<file path="src/rtl/rtl_packetizer.sv">
// Packs user words into 4-flit NoC packets: one head flit carrying the
// destination, then up to three data flits, with long messages split.
module rtl_packetizer #(
  parameter int WIDTH_NOC   = 9,
  parameter int N           = 16,
  parameter int NUM_VC      = 2,
  parameter int ASSIGNED_VC = 0,
  localparam int ADDRESS_WIDTH    = $clog2(N),
  localparam int VC_ADDRESS_WIDTH = $clog2(NUM_VC),
  localparam int WIDTH_DATA       = WIDTH_NOC - 3 - VC_ADDRESS_WIDTH,
  localparam int WIDTH_RTL        = 4 * WIDTH_NOC
) (
  input  logic                     clk,
  input  logic                     rst,
  input  logic [WIDTH_DATA-1:0]    i_data_in,
  input  logic [ADDRESS_WIDTH-1:0] i_dest_in,
  input  logic                     i_last_in,
  input  logic                     i_valid_in,
  output logic                     i_ready_out,
  output logic [WIDTH_RTL-1:0]     o_packet_out,
  output logic                     o_valid_out,
  input  logic                     o_ready_in
);

  localparam logic [VC_ADDRESS_WIDTH-1:0] VC =
    VC_ADDRESS_WIDTH'(ASSIGNED_VC);
  localparam int W = WIDTH_NOC;

  typedef enum logic [1:0] {
    IDLE,
    FILL1,
    FILL2,
    CONT
  } state_t;

  state_t                   state;
  logic [ADDRESS_WIDTH-1:0] dest_q;
  logic [WIDTH_DATA-1:0]    w0_q;
  logic [WIDTH_DATA-1:0]    w1_q;

  logic                     accept;
  logic                     closing;
  logic [ADDRESS_WIDTH-1:0] cur_dest;
  logic [WIDTH_RTL-1:0]     pkt_next;

  function automatic logic [W-1:0] flit(
    input logic                  head,
    input logic                  tail,
    input logic [WIDTH_DATA-1:0] d
  );
    return {1'b1, head, tail, VC, d};
  endfunction

  assign i_ready_out = !o_valid_out || o_ready_in;
  assign accept      = i_valid_in && i_ready_out;

  always_comb begin
    cur_dest = (state == IDLE) ? i_dest_in : dest_q;
    closing  = i_last_in || (state == FILL2);
    pkt_next = '0;
    pkt_next[W-1:0] = flit(1'b1, 1'b0, WIDTH_DATA'(cur_dest));
    // Held words never close a packet, so only the incoming word is tail.
    unique case (state)
      FILL1: begin
        pkt_next[2*W-1:W]   = flit(1'b0, 1'b0, w0_q);
        pkt_next[3*W-1:2*W] = flit(1'b0, 1'b1, i_data_in);
      end
      FILL2: begin
        pkt_next[2*W-1:W]   = flit(1'b0, 1'b0, w0_q);
        pkt_next[3*W-1:2*W] = flit(1'b0, 1'b0, w1_q);
        pkt_next[4*W-1:3*W] = flit(1'b0, 1'b1, i_data_in);
      end
      default: begin
        pkt_next[2*W-1:W]   = flit(1'b0, 1'b1, i_data_in);
      end
    endcase
  end

  always_ff @(posedge clk) begin
    if (rst) begin
      state        <= IDLE;
      dest_q       <= '0;
      w0_q         <= '0;
      w1_q         <= '0;
      o_valid_out  <= 1'b0;
      o_packet_out <= '0;
    end else begin
      if (o_ready_in) begin
        o_valid_out <= 1'b0;
      end
      if (accept) begin
        dest_q <= cur_dest;
        if (closing) begin
          o_packet_out <= pkt_next;
          o_valid_out  <= 1'b1;
          state        <= i_last_in ? IDLE : CONT;
        end else if (state == FILL1) begin
          w1_q  <= i_data_in;
          state <= FILL2;
        end else begin
          w0_q  <= i_data_in;
          state <= FILL1;
        end
      end
    end
  end

endmodule

</file>
<file path="config.mk">
export PLATFORM = sky130hd
export DESIGN_NAME = rtl_packetizer
export DESIGN_NICKNAME = d
export VERILOG_FILES = /design/src/rtl/rtl_packetizer.sv
export SDC_FILE = /design/constraint.sdc
export NUM_CORES = 1
export LEC_CHECK = 0
export CAP_MARGIN = 25
export CORE_ASPECT_RATIO = 1.4
export CORE_MARGIN = 10
export CORE_UTILIZATION = 49
export DETAILED_ROUTE_END_ITERATION = 12
export PLACE_DENSITY = 0.82
export SETUP_SLACK_MARGIN = 0.5
export SYNTH_ARGS = -nofsm -noshare
export SYNTH_HDL_FRONTEND = slang
export SYNTH_SLANG_ARGS = --single-unit
</file>
<file path="constraint.sdc">
create_clock -name clk -period 2.5 [get_ports clk]
set_clock_uncertainty 0.2 [all_clocks]
set_input_delay 0.375 -clock clk [delete_from_list [all_inputs] [get_ports clk]]
set_output_delay 0.375 -clock clk [all_outputs]
set_load 0.01 [all_outputs]
</file>
==> metrics.md <==
| Metric | Value |
|---|---|
| Fin area | `2590 µm²` |
| Hold slack | `0.275 ns` |
| Die Width | `74.8 µm` |
| Setup_tns | `0 ns` |
| Flops & latches, synth | `41` |
| Diodes inserted | `0` |
| YS warnings | `0` |
| Area leader, netlist | `dfxtp_1` |
| Setup violators final | `0` |
| Initial antenna violation count | `0` |
| Worst-path fanout max | `9` |
| Layout net count | `267` |
| Fill cell count | `327` |
| Final min period | `1.90 ns` |
| Fin util | `65.0%` |
| HPWL after DPL | `3440 µm` |
| CTS Buf Count | `5` |
| I/O Buffers | `42` |
| Vias | `1612` |
| Period utilization | `75.8%` |
| Power Total | `0.00148 W` |
| Power per cell area | `572 nW/µm²` |
| Top cell type's share of synthesized area | `39.8%` |
| DR vias/cell | `5.52` |
| Multi-input logic area | `1070 µm²` |
| Antenna-violating nets left | `0` |
| Root buf cell | `clkbuf_8` |
| Fmax | `528 MHz` |
| Number of top-level pins | `52` |
| DRC errors left | `0` |
| Count of clock tree sinks | `41` |
| Async SR Flop Fraction | `0%` |
| Setup repair after global routing missed its margin | `no` |
| Clock Path Buffers | `2` |
| Hold buffer count at CTS | `0` |
| Die Span Y | `96.8 µm` |
| Setup crit start kind | `flip-flop` |
| Die footprint | `7240 µm²` |
| Cell area after synthesis | `2060 µm²` |
| Synth cell types | `32` |
| Placed Area | `2440 µm²` |
| Synth top area cells | `dfxtp_1 40%, mux2i_1 14%, nand2b_1 7.6%, buf_4 4.7%, a211oi_1 3.3%` |
| All-Layer GR Usage | `13.4%` |
| CP Cell Sequence | `inv_1 -> ha_1 -> nor4_4 -> buf_6 -> mux2i_1` |
| Worst min-delay path class | `flip-flop to flip-flop` |
| Clock slew at reported path FFs | `0.08 ns` |
| Synthesized area per cell | `9.82 µm²` |
| Run status | `finished clean` |
| Area Overhead vs Synth | `25.5%` |
| Layout cells sized above 1 | `11.2%` |
| Routed WL | `4870 µm` |
| GR Overflow Total | `0` |
| Register area | `822 µm²` |
| Iteration-0 DRC Markers | `136` |
| CP required | `2.53 ns` |
| Wire length per cell | `16.7 µm` |
| Pre-antenna DRT Iters | `4` |
| Hold Fails Final Rpt | `0` |
| Max_cap viols | `0` |
| Core Rows | `27` |
| Vias in the first global route | `1587` |
| Seq/Total Area, Yosys | `39.8%` |
| Maximum vdd drop | `0.385 mV` |
| Commonest cells after routing, fill and taps aside | `41 x clkdlybuf4s50_1, 40 x dfxtp_1, 29 x mux2i_1` |
| Clk Latency, worst-skew pair | `0.30 ns` |
| Commonest non-fill, non-tap cell in the layout | `clkdlybuf4s50_1` |
| Max H-tree Level | `2` |
| Critical Path End Type | `flip-flop` |
| Leakage | `1.02 nW` |
| GP Congestion | `0.862` |
| Main synth FF type | `dfxtp_1` |
| CTS tree | `built` |
| WS Path Type | `flip-flop to flip-flop` |
| Cells after Synth | `210` |
| Post-synth EDFFs | `0` |
| Crit path largest cell delay | `0.43 ns` |
| Largest net degree at the start of global routing | `32` |
| CP max stage cell | `dfxtp_1` |
| First-pass GRT wire length | `7710 µm` |
| Core area | `3990 µm²` |
| Crit path DAT | `1.92 ns` |
| Slew Viols, Final | `0` |
| Initial core utilization | `51.8%` |
timing repair:
| item | CTS | global route |
|---|---|---|
| resized for setup | 2 | 3 |
| endpoints found under the hold margin | 0 | 0 |
| setup buffers | 1 | 1 |
| pin swaps | 1 | 2 |
| setup endpoints to repair | 18 | 17 |
registers in the layout, indices dropped and copies added (netlist names):
name          cells
w1_q              5
state             2
o_valid_out       1
o_packet_out     24
dest_q            4
w0_q              5
kinds of logic (layout without fill, tap and decap cells):
family                   after synthesis  after routing  share of synthesized area, %
adder cells (fa/ha/maj)                5              5                          3.03
buffers and inverters                 37             68                          10.4
multiplexers                          31             31                          15.2
other                                  1              9                         0.182
flip-flops                            41             41                          39.8
AO/OA/AOI/OAI                         43             43                          14.1
AND/OR/NAND/NOR                       52             52                          17.3
routing by layer:
metal	vias to the layer above	track usage [%]	wire (µm)
met1	748	15.2	2010
li1	798	-	-
met2	56	21.2	2400
met4	0	6.40	113
met5	-	0	0
met3	10	4.59	338
cell type report:
type | count | area share, %
sequential | 41 | 31.7
clock buffer | 7 | 3.33
multi-input combinational | 140 | 41.3
tap | 43 | 2.08
inverter | 8 | 1.16
timing repair buffer | 52 | 19.2
clock inverter | 1 | 1.16
power by group:
part           switching (W)  internal, W  leakage [nW]
sequential         0.0000150     0.000680         0.334
clock               0.000225     0.000325        0.0585
combinational       0.000120     0.000116         0.622
total               0.000360      0.00112          1.02
critical path: cells and delay by family (launching register included):
family / cells / cell delay, ns
adders and majority gates: 1 / 0.35
and+or+nand+nor: 1 / 0.34
muxes: 1 / 0.20
DFF: 1 / 0.43
buffers and inverters: 2 / 0.31
path summary, 6_finish.rpt:
kind,start,end,slack [ns],cells past startpoint
setup / recovery,state[1],w0_q[1],0.60,5
hold / removal,dest_q[1],dest_q[1],0.27,2
setup reg to reg,state[1],w0_q[1],0.60,5
hold reg to reg,dest_q[1],dest_q[1],0.27,2
Yosys cell counts (all sizes together), types with 2 or more instances:
master,count
mux2,2
o21ai,2
a31oi,9
clkbuf,8
a22o,5
nand2b,25
nor2b,4
o2111ai,2
nand2,5
a21oi,10
nand4,6
nor2,2
a211oi,9
buf,21
dfxtp,41
inv,8
nand3,2
ha,5
o31ai,6
nand3b,5
mux2i,29
through the flow:
stage / worst slack, ns / instances
final: 0.605 / 292
after global routing: 0.513 / 292
after CTS: 0.481 / 291
after detailed placement: 0.344 / 282
after global placement: 0.355 / 282
after floorplan: 0.699 / 218
Note: power is estimated with default switching activity, not from simulation.
